### src/rtl/uart_pkg.sv
`default_nettype none
// ============================================================================
// uart_pkg : shared states and ASCII helpers for the hex UART transmitter
// Rev 1.0
// ============================================================================
package uart_pkg;

    localparam logic [7:0] ASCII_CR = 8'h0D;
    localparam logic [7:0] ASCII_LF = 8'h0A;

    typedef enum logic [1:0] {
        IDLE = 2'd0,
        LOAD = 2'd1,
        SEND = 2'd2
    } top_state_t;

    typedef enum logic [1:0] {
        S_IDLE  = 2'd0,
        S_START = 2'd1,
        S_DATA  = 2'd2,
        S_STOP  = 2'd3
    } ser_state_t;

    function automatic logic [7:0] nibble_to_ascii(input logic [3:0] nib);
        logic [7:0] wide;
        wide = {4'h0, nib};
        if (nib < 4'd10) begin
            return 8'h30 + wide;
        end
        return 8'h37 + wide;
    endfunction

    // Message character idx of a reported byte: high digit, low digit, CR, LF.
    function automatic logic [7:0] msg_char(input logic [7:0] value, input logic [1:0] idx);
        case (idx)
            2'd0:    return nibble_to_ascii(value[7:4]);
            2'd1:    return nibble_to_ascii(value[3:0]);
            2'd2:    return ASCII_CR;
            default: return ASCII_LF;
        endcase
    endfunction

endpackage
`default_nettype wire

### src/rtl/uart_tx_serializer.sv
`default_nettype none
// ============================================================================
// uart_tx_serializer : 8N1 frame generator, LSB first, registered line output
// Rev 1.0
// ============================================================================
module uart_tx_serializer
    import uart_pkg::*;
#(
    parameter int CLKS_PER_BIT = 217
) (
    input  logic       clk,
    input  logic       rst_n,
    input  logic       start,
    input  logic [7:0] byte_in,
    output logic       line_out,
    output logic       frame_done,
    output logic       idle
);

    localparam int               CNT_W         = (CLKS_PER_BIT > 1) ? $clog2(CLKS_PER_BIT) : 1;
    localparam logic [CNT_W-1:0] CNT_LAST      = CNT_W'(CLKS_PER_BIT - 1);
    localparam logic [3:0]       BIT_LAST_DATA = 4'd8;
    localparam logic [3:0]       BIT_STOP      = 4'd9;

    ser_state_t       r_state;
    logic [CNT_W-1:0] r_cnt;
    logic [3:0]       r_bit;
    logic [7:0]       r_shift;
    logic             r_line;
    logic             r_frame_done;

    logic w_bit_end;
    logic w_stop_next;

    assign w_bit_end = (r_cnt == CNT_LAST);

    // frame_done is registered, so flag the cycle before the last stop cycle.
    always_comb begin
        w_stop_next = 1'b0;
        if (r_state == S_STOP && !w_bit_end && (r_cnt + CNT_W'(1)) == CNT_LAST) begin
            w_stop_next = 1'b1;
        end
        if (CLKS_PER_BIT == 1 && r_state == S_DATA && r_bit == BIT_LAST_DATA) begin
            w_stop_next = 1'b1;
        end
    end

    always_ff @(posedge clk) begin
        if (!rst_n) begin
            r_state      <= S_IDLE;
            r_cnt        <= '0;
            r_bit        <= '0;
            r_shift      <= '0;
            r_line       <= 1'b1;
            r_frame_done <= 1'b0;
        end else begin
            r_frame_done <= w_stop_next;
            case (r_state)
                S_IDLE: begin
                    if (start) begin
                        r_state <= S_START;
                        r_cnt   <= '0;
                        r_bit   <= '0;
                        r_shift <= byte_in;
                        r_line  <= 1'b0;
                    end
                end
                S_START: begin
                    if (w_bit_end) begin
                        r_state <= S_DATA;
                        r_cnt   <= '0;
                        r_bit   <= 4'd1;
                        r_line  <= r_shift[0];
                        r_shift <= {1'b0, r_shift[7:1]};
                    end else begin
                        r_cnt <= r_cnt + CNT_W'(1);
                    end
                end
                S_DATA: begin
                    if (w_bit_end) begin
                        r_cnt <= '0;
                        if (r_bit == BIT_LAST_DATA) begin
                            r_state <= S_STOP;
                            r_bit   <= BIT_STOP;
                            r_line  <= 1'b1;
                        end else begin
                            r_bit   <= r_bit + 4'd1;
                            r_line  <= r_shift[0];
                            r_shift <= {1'b0, r_shift[7:1]};
                        end
                    end else begin
                        r_cnt <= r_cnt + CNT_W'(1);
                    end
                end
                S_STOP: begin
                    if (w_bit_end) begin
                        r_cnt <= '0;
                        // Back-to-back frames: reload here so no idle cycle appears.
                        if (start) begin
                            r_state <= S_START;
                            r_bit   <= '0;
                            r_shift <= byte_in;
                            r_line  <= 1'b0;
                        end else begin
                            r_state <= S_IDLE;
                            r_line  <= 1'b1;
                        end
                    end else begin
                        r_cnt <= r_cnt + CNT_W'(1);
                    end
                end
                default: begin
                    r_state <= S_IDLE;
                    r_line  <= 1'b1;
                end
            endcase
        end
    end

    assign line_out   = r_line;
    assign frame_done = r_frame_done;
    assign idle       = (r_state == S_IDLE);

endmodule
`default_nettype wire

### src/rtl/uart_hex_tx.sv
`default_nettype none
// ============================================================================
// uart_hex_tx : reports one byte as two ASCII hex digits (+ optional CR LF)
// Rev 1.0
// ============================================================================
module uart_hex_tx
    import uart_pkg::*;
#(
    parameter int CLKS_PER_BIT = 217,
    parameter bit APPEND_CRLF  = 1'b1
) (
    input  logic       clk,
    input  logic       rst_n,
    input  logic       data_valid,
    input  logic [7:0] data,
    output logic       ready,
    output logic       done,
    output logic       uart_txd
);

    localparam logic [1:0] LAST_IDX = APPEND_CRLF ? 2'd3 : 2'd1;

    top_state_t r_state;
    logic [1:0] r_idx;
    logic [7:0] r_data;

    logic       w_frame_done;
    logic       w_ser_idle;
    logic       w_ser_start;
    logic       w_last_char;
    logic       w_msg_end;
    logic       w_ready;
    logic       w_accept;
    logic [7:0] w_char;

    assign w_last_char = (r_idx == LAST_IDX);
    assign w_msg_end   = (r_state == SEND) && w_frame_done && w_last_char;
    assign w_ready     = ((r_state == IDLE) && w_ser_idle) || w_msg_end;
    assign w_accept    = w_ready && data_valid;

    // LOAD is folded into the accept / frame_done cycle: the next character is
    // handed over combinationally so its start bit follows the stop bit directly.
    assign w_ser_start = w_accept || ((r_state == SEND) && w_frame_done && !w_last_char);
    assign w_char      = w_accept ? nibble_to_ascii(data[7:4])
                                  : msg_char(r_data, r_idx + 2'd1);

    always_ff @(posedge clk) begin
        if (!rst_n) begin
            r_state <= IDLE;
            r_idx   <= '0;
            r_data  <= '0;
        end else begin
            case (r_state)
                IDLE: begin
                    if (w_accept) begin
                        r_data  <= data;
                        r_idx   <= '0;
                        r_state <= SEND;
                    end
                end
                SEND: begin
                    if (w_frame_done) begin
                        if (!w_last_char) begin
                            r_idx <= r_idx + 2'd1;
                        end else if (w_accept) begin
                            r_data <= data;
                            r_idx  <= '0;
                        end else begin
                            r_state <= IDLE;
                        end
                    end
                end
                default: r_state <= IDLE;
            endcase
        end
    end

    uart_tx_serializer #(
        .CLKS_PER_BIT(CLKS_PER_BIT)
    ) u_serializer (
        .clk       (clk),
        .rst_n     (rst_n),
        .start     (w_ser_start),
        .byte_in   (w_char),
        .line_out  (uart_txd),
        .frame_done(w_frame_done),
        .idle      (w_ser_idle)
    );

    assign ready = w_ready;
    assign done  = w_msg_end;

endmodule
`default_nettype wire

### config.mk
export PLATFORM = sky130hd
export DESIGN_NAME = uart_hex_tx
export DESIGN_NICKNAME = d
export VERILOG_FILES = /design/src/rtl/uart_pkg.sv /design/src/rtl/uart_tx_serializer.sv /design/src/rtl/uart_hex_tx.sv
export SDC_FILE = /design/constraint.sdc
export NUM_CORES = 1
export LEC_CHECK = 0
export CAP_MARGIN = 20
export CORE_MARGIN = 2
export CORE_UTILIZATION = 50
export CTS_BUF_LIST = sky130_fd_sc_hd__clkbuf_16
export DETAILED_ROUTE_END_ITERATION = 16
export GPL_ROUTABILITY_DRIVEN = 0
export GPL_TIMING_DRIVEN = 0
export PLACE_DENSITY_LB_ADDON = 0.12
export SYNTH_ARGS = -nofsm -noshare
export SYNTH_HDL_FRONTEND = slang
export SYNTH_SLANG_ARGS = --single-unit
### constraint.sdc
create_clock -name clk -period 1.7 [get_ports clk]
set_clock_uncertainty 0.05 [all_clocks]
set_input_delay 0.425 -clock clk [delete_from_list [all_inputs] [get_ports clk]]
set_output_delay 0.425 -clock clk [all_outputs]
set_load 0.01 [all_outputs]
==> impl_results.md, run 1 <==
- Status: complete, but fails checks
- Failing checks: negative setup slack
- RSZ-0062 raised after global routing: yes
- Via count: 2231
- GRT Max-Usage Layer: met2
- Met3 GRT Util: 0.0478
- Post-DP HPWL: 3780 µm
- Crit path depth: 8
- Post-synth EDFFs: 0
- Vias per cell: 5.90
- Max_cap viols: 0
- Switching power: 1.85 mW
- Syn_area_per_cell: 7.91 µm²
- Drc violations: 0
- Overall power: 4.63 mW
- Layout fillers: 348
- Final WL: 5650 µm
- Final WS setup: -0.0653 ns
- Critical path fanouts, max: 4
- CP max-delay cell: dfxtp_4
- Gr usage total: 0.240
- Switching part of the total: 0.400
- Max clock buf depth: 2
- Die ar.: 5080 µm²
- Pwr Density: 1540 nW/µm²
- Worst Tran Pin Value: 0.402 ns
- Combinational fraction of design power: 0.570
- TritonCTS Sinks: 34
- Hold buffers post-CTS: 0
- Buffers on Ports: 13
- Clock network fraction of design power: 0.188
- Synth area leaders: dfxtp_1, ha_1, nand2_1
- Synth async-reset ratio: 0
- Slew margin rel.: 0.732
- Hold Crit Depth: 2
- Antenna violation net count after detailed routing: 0
- Ys Warns: 0
- Row count: 24
- Most frequent cell on the critical path: buf_4
- Synth cell types: 59
- Antenna fix cells: 0
- Setup WS pre-CTS: -0.470 ns
- CP Cell Sequence: inv_2 -> ha_4 -> nor2b_2 -> o2bb2ai_4 -> buf_4 -> buf_4 -> a211oi_1 -> a221oi_1
- WP data arrival: 1.86 ns
- Die Height: 71.3 µm
- Crit-path max cell delay: 0.37 ns
- Post-synthesis net count: 313
- CP delay by family, top: compound AO/OA/AOI/OAI gates
- Worst hold path class: reg2reg
- Met2 usage: 0.402
- Leakage: 1.12 nW
- CP startpoint kind: register
- WS Path Type: reg2reg
- Layout cells sized above 1: 0.301
- Final setup vio count: 10
- Synth Register Bits: 34
- Core ar.: 4350 µm²
- Worst ir drop on vdd: 0.00111 V
- Largest net degree at the start of global routing: 11
- Met1 usage: 0.311
- Sequential share of the synthesized area: 0.301
- Wire length per cell: 14.9 µm
- Crit. End Element: register
- Vias in the first global route: 2149
- Root Driver: clkbuf_16
- Initial antenna violation count: 0
- Cells after Synth: 286
- Initial DRC Count: 114
- DIE WIDTH: 71.3 µm
- Area leader, netlist: dfxtp_1
- CTS Buf Count: 5
- Pint: 2.78 mW
- Clock insertion delay at the later pin of the skew report: 0.28 ns
- First-pass GRT wire length: 9760 µm
- CTS tree: done
- Worst R2R Path Depth: 8
- Nets: 352
- Worst EP required: 1.80 ns
- H-tree levels: 2
- DR pass1 iterations: 4
- Top_reg_cell synth: dfxtp_1
- Synthesized area: 2260 µm²
- Fin. Hold Viols: 0
- GRT overflow: 0
- Layout area overhead: 33.0%
- Max-slew violations: 0
- Highest clock rate: 0.566 GHz
- Worst Path Buf+Inv: 3
- IO Pins: 14
- Initial Util: 0.520
- Sequential share of power: 0.242
- Synth top area share: 0.301
- Fin crit share: 1.04
- Post-layout min period: 1.77 ns
- Reg clk slew, reported paths: 0.05 ns
[cell usage after synthesis, types with 2 or more instances]
cell	number
xnor2_1	5
nor2_1	17
nand2b_1	4
nand2_1	42
and3_1	3
a31oi_1	3
o221ai_1	2
nand3b_1	3
dfxtp_1	34
a21oi_1	27
mux2i_1	2
a22oi_1	4
o21ai_1	6
a311oi_1	3
or3_1	5
a211oi_1	4
clkbuf_1	6
o21ai_0	11
nand4_1	2
nor2b_1	6
buf_2	3
ha_1	16
o22ai_1	5
inv_1	22
nand3_1	9
o211ai_1	2
a221oi_1	3
nor3_1	5
buf_6	2
[layout make-up]
| cell class | count | area [µm²] | area share |
|---|---|---|---|
| multi-input cells | 218 | 1650 | 0.549 |
| inverters | 22 | 90.1 | 0.0299 |
| clock inverters | 3 | 12.5 | 0.00416 |
| well taps | 52 | 65.1 | 0.0216 |
| repair buffers | 34 | 288 | 0.0956 |
| clock buffers | 5 | 125 | 0.0416 |
| flip-flops and latches | 34 | 706 | 0.235 |
| plain buffers | 10 | 70.1 | 0.0233 |
[path summary, 6_finish.rpt]
path | from | endpoint | slack (ns)
worst max-delay path | u_serializer.r_state[1] | u_serializer.r_state[0] | -0.07
worst min register to register | u_serializer.r_shift[5] | u_serializer.r_shift[5] | 0.41
worst min-delay path | u_serializer.r_shift[5] | u_serializer.r_shift[5] | 0.41
worst max register to register | u_serializer.r_state[1] | u_serializer.r_state[0] | -0.07
[power by group through the flow]
stage | Clock (mW) | Combinational [mW] | Sequential, mW
floorplan | 0 | 1.45 | 1.07
global placement | 0 | 1.86 | 1.10
detailed placement | 0 | 1.87 | 1.10
CTS | 0.882 | 2.39 | 1.11
global route | 0.915 | 2.89 | 1.15
finish | 0.869 | 2.64 | 1.12
[stage by stage]
step | util | TNS (ns) | hold slack (ns) | cells | cell area, µm²
floorplan | - | -0.00748 | 0.391 | 286 | 2290
global placement | 0.571 | -12.28 | 0.405 | 351 | 2480
detailed placement | 0.571 | -11.78 | 0.410 | 351 | 2480
CTS | 0.661 | -0.171 | 0.417 | 374 | 2880
global route | 0.691 | -1.88 | 0.443 | 378 | 3010
finish | 0.691 | -0.275 | 0.413 | 378 | 3010
[what timing repair did]
item / 4_1_cts / 5_1_grt
setup buffers: 16 / 4
pin swaps: 13 / 13
gates cloned: 1 / 0
endpoints found under the setup margin: 35 / 33
gates resized for setup: 49 / 31
[layer usage]
layer  wire length [µm]  vias to the layer above
met5                  0                        -
met4                104                        0
met3                184                       11
met2               2760                       44
met1               2600                     1059
li1                   -                     1117
[cell families after synthesis]
group,count (synthesis),synth area share
compound gates,90,0.283
buf+inv,34,0.0664
flops,34,0.301
mux,3,0.0138
fa+ha+maj,16,0.0885
simple gates,103,0.224
xor+xnor,6,0.0232
[flip-flops by register name (all words and copies together), names as in the netlist]
signal / cells
r_state: 1
r_idx: 2
u_serializer.r_state: 2
u_serializer.r_bit: 4
u_serializer.r_cnt: 8
r_data: 8
u_serializer.line_out: 1
u_serializer.frame_done: 1
u_serializer.r_shift: 7
[layout by cell type, fill, tap and decap left out, types with 3 or more instances in the layout]
cell type        netlist  layout
nand2_1               42      41
a21oi_1               27      22
dfxtp_1               34      22
buf_4                  1      20
inv_1                 22      18
nor2_1                17      16
o21ai_0               11       9
ha_1                  16       9
nand3_1                9       8
clkdlybuf4s50_1        0       8
dfxtp_2                0       8
o21ai_1                6       7
buf_6                  2       6
o22ai_1                5       5
a21oi_2                0       5
xnor2_1                5       5
clkbuf_16              0       5
buf_2                  3       4
nor2b_1                6       4
a22oi_1                4       4
nor3_1                 5       4
or3_1                  5       4
ha_4                   0       4
dfxtp_4                0       4
inv_4                  0       3
nand3b_1               3       3
nand2b_1               4       3
a311oi_1               3       3
ha_2                   0       3
dlygate4sd2_1          0       3
[tightest hold or removal path, delay by kind of cell (launching register included)]
kind,cells,cell delay [ns]
flip-flops,1,0.30
AO/OA/AOI/OAI,1,0.06
AND/OR/NAND/NOR,1,0.05
Note: power is estimated with default switching activity, not from simulation.
==> inputs of run 2 (changes only) <==
ABC_AREA = 1   (was unset)
TNS_END_PERCENT = 50   (was unset)
==> run 2 against run 1 <==
  * The run now ends clean
  * Total power shrank 6.8%
  * Sequential cell count is the same
  * Global-route usage shrank 2.5 points
  * Worst setup slack gained 0.11 ns
  * Synthesized area shrank 1.5%
  * Utilization shrank 7.6 points
  * Final area shrank 12%
  * Non-clock buffer count shrank 19
  * Sequential power grew 4%
  * Critical path type is now reg2out
  * Critical endpoint is now done
  * Highest routed layer unchanged
==> impl_results.md, run 2 <==
- Area leader, netlist: dfxtp_1
- IO Pins: 14 (unchanged)
- GRT overflow: 0 (unchanged)
- Pwr Density: 1620 nW/µm² (+5.5%)
- Post-synth EDFFs: 0 (unchanged)
- CTS tree: done
- Root Driver: clkbuf_16
- Largest net degree at the start of global routing: 11 (unchanged)
- Hold Crit Depth: 2 (unchanged)
- Antenna violation net count after detailed routing: 0 (unchanged)
- Worst R2R Path Depth: 10 (+2)
- Top-count cell post-synth: nand2_1
- Core ar.: 4320 µm² (-0.69%)
- Post-Layout Inst Area: 2660 µm² (-12%)
- WS Path Type: reg2out
- Post-synth top cells: nand2_1, inv_1, a21oi_1, dfxtp_1, nand3_1
- Final WS setup: 0.0414 ns (+0.107 ns)
- RSZ-0062 raised after global routing: yes
- Status: finished, final reports clean
- Nets: 384 (+9.1%)
- DIE WIDTH: 70.7 µm (-0.74%)
- Placed Cells: 397 (+13%)
- Wire length per cell: 12.1 µm (-19%)
- H-tree levels: 2 (unchanged)
- Die Height: 70.7 µm (-0.74%)
- Die ar.: 5000 µm² (-1.5%)
- Max clock buf depth: 2 (unchanged)
- Worst hold path class: reg2reg
- Critical Path Source: r_idx[0]
- Post-synthesis net count: 359 (+15%)
- Synth async-reset ratio: 0 (unchanged)
- Fin. Hold Viols: 0 (unchanged)
- DR pass1 iterations: 4 (unchanged)
- Post-DP HPWL: 3650 µm (-3.3%)
- Worst Tran Pin Value: 0.537 ns (+0.135 ns)
- Vias per cell: 5.05 (-14%)
- Final WL: 4950 µm (-12%)
- Buffers on Ports: 13 (unchanged)
- Max_cap viols: 0 (unchanged)
- Initial antenna violation count: 0 (unchanged)
- Reg clk slew, reported paths: 0.06 ns (about the same)
- Crit. End Element: output port
- Synth cell types: 29 (-51%)
- Layout area overhead: 19.4%
- Fin cells: 410 (+8.5%)
- Gr usage total: 0.215 (-0.0245)
- Hold path startpoint: u_serializer.r_shift[6]
- Max-slew violations: 0 (unchanged)
- Final setup TNS: 0 ns (+0.275 ns)
- Sequential share of the synthesized area: 0.306 (+0.00473)
- Critical path fanouts, max: 4 (unchanged)
- First-pass GRT wire length: 8800 µm (-9.8%)
- Ys Warns: 0 (unchanged)
- Synthesized area: 2230 µm² (-1.5%)
- CTS Buf Count: 5 (unchanged)
- Hold buffers post-CTS: 0 (unchanged)
- Final Core Density: 0.615 (-0.0759)
- TritonCTS Sinks: 34 (unchanged)
- Post-layout min period: 1.66 ns (-0.107 ns)
- Syn_area_per_cell: 6.71 µm² (-15%)
- Row count: 24 (unchanged)
- Initial DRC Count: 125 (+9.6%)
- Leading cell type in the layout, fill and taps excluded: nand2_1
- Post-DP Area: 2420 µm² (-2.5%)
- CP startpoint kind: register
- Synth area leaders: dfxtp_1, nand2_1, ha_1
- Top_reg_cell synth: dfxtp_1
- Cells after Synth: 332 (+16%)
- Synth Register Bits: 34 (unchanged)
- Clock insertion delay at the later pin of the skew report: 0.27 ns (about the same)
- Setup WS pre-CTS: -0.281 ns (+0.190 ns)
- Fin crit share: 0.976 (-0.0628)
- Leakage: 1.20 nW (+6.5%)
- Synth top area share: 0.306 (+0.00473)
- Layout cells sized above 1: 0.154 (-0.147)
- Registers with the most flip-flops: r_data x8, u_serializer.r_cnt x8, u_serializer.r_shift x7
- WP data arrival: 1.18 ns (-0.68 ns)
- Slew margin rel.: 0.642 (-0.0899)
- Via count: 2072 (-7.1%)
- Worst ir drop on vdd: 0.00120 V (+8.3%)
- Drc violations: 0 (unchanged)
- Origin of the critical flop-to-flop path: r_idx[0]
- Initial Util: 0.515 (-0.00449)
- Antenna fix cells: 0 (unchanged)
- Overall power: 4.32 mW (-6.8%)
- Highest clock rate: 0.603 GHz (+6.4%)
- Final setup vio count: 0 (-10)
- Worst EP required: 1.22 ns (-0.58 ns)
- Hold_ws: 0.411 ns (-0.00143 ns)
- Vias in the first global route: 2091 (-2.7%)
- Commonest non-fill, non-tap cells in the layout: nand2_1, inv_1, a21oi_1
==> run 2: what timing repair did <==
action,in CTS,in global routing
endpoints found under the setup margin,17,15
setup buffers,0,5
gates resized for setup,19,16
pin swaps,0,5
==> run 2: metal layers <==
| metal | GRT usage | wire length (µm) |
|---|---|---|
| met2 | 0.358 | 2310 |
| met1 | 0.281 | 2420 |
| met3 | 0.0427 | 157 |
| met4 | 0.0692 | 65 |
| met5 | 0 | 0 |
==> run 2: cell families (layout without fill, tap and decap cells) <==
logic type               count (synthesis)  count (layout)  synth area share
adder cells (fa/ha/maj)                 16              16            0.0899
flip-flops                              34              34             0.306
AO/OA/AOI/OAI                           67              67             0.166
AND/OR/NAND/NOR                        148             148             0.301
XOR/XNOR                                 8               8            0.0315
buffers and inverters                   59              85             0.106
==> run 2: critical path: stages (launching register included) <==
cell             delay [ns]
dfxtp_4                0.38
ha_4                   0.17
nand3_2                0.09
inv_1                  0.06
clkdlybuf4s15_2        0.21
==> run 2: final timing paths <==
kind	to	slack [ns]
setup reg to reg	u_serializer.r_shift[2]	0.10
setup / recovery	done	0.04
hold reg to reg	u_serializer.r_shift[6]	0.41
hold / removal	u_serializer.r_shift[6]	0.41
==> run 2: power breakdown <==
part           internal, mW  leakage, nW  switching [mW]  total [mW]
Sequential             1.00        0.281           0.160        1.16
Clock                 0.529       0.0724           0.323       0.852
Combinational         0.896        0.843            1.41        2.31
Total                  2.43         1.20            1.89        4.32
==> run 2: layout make-up <==
type	instances	area (µm²)
fill	422	1660
multi-input combinational	239	1350
sequential	34	692
inverter	52	201
timing repair buffer	18	169
clock buffer	5	125
tap	52	65.1
buffer	7	42.5
clock inverter	3	12.5
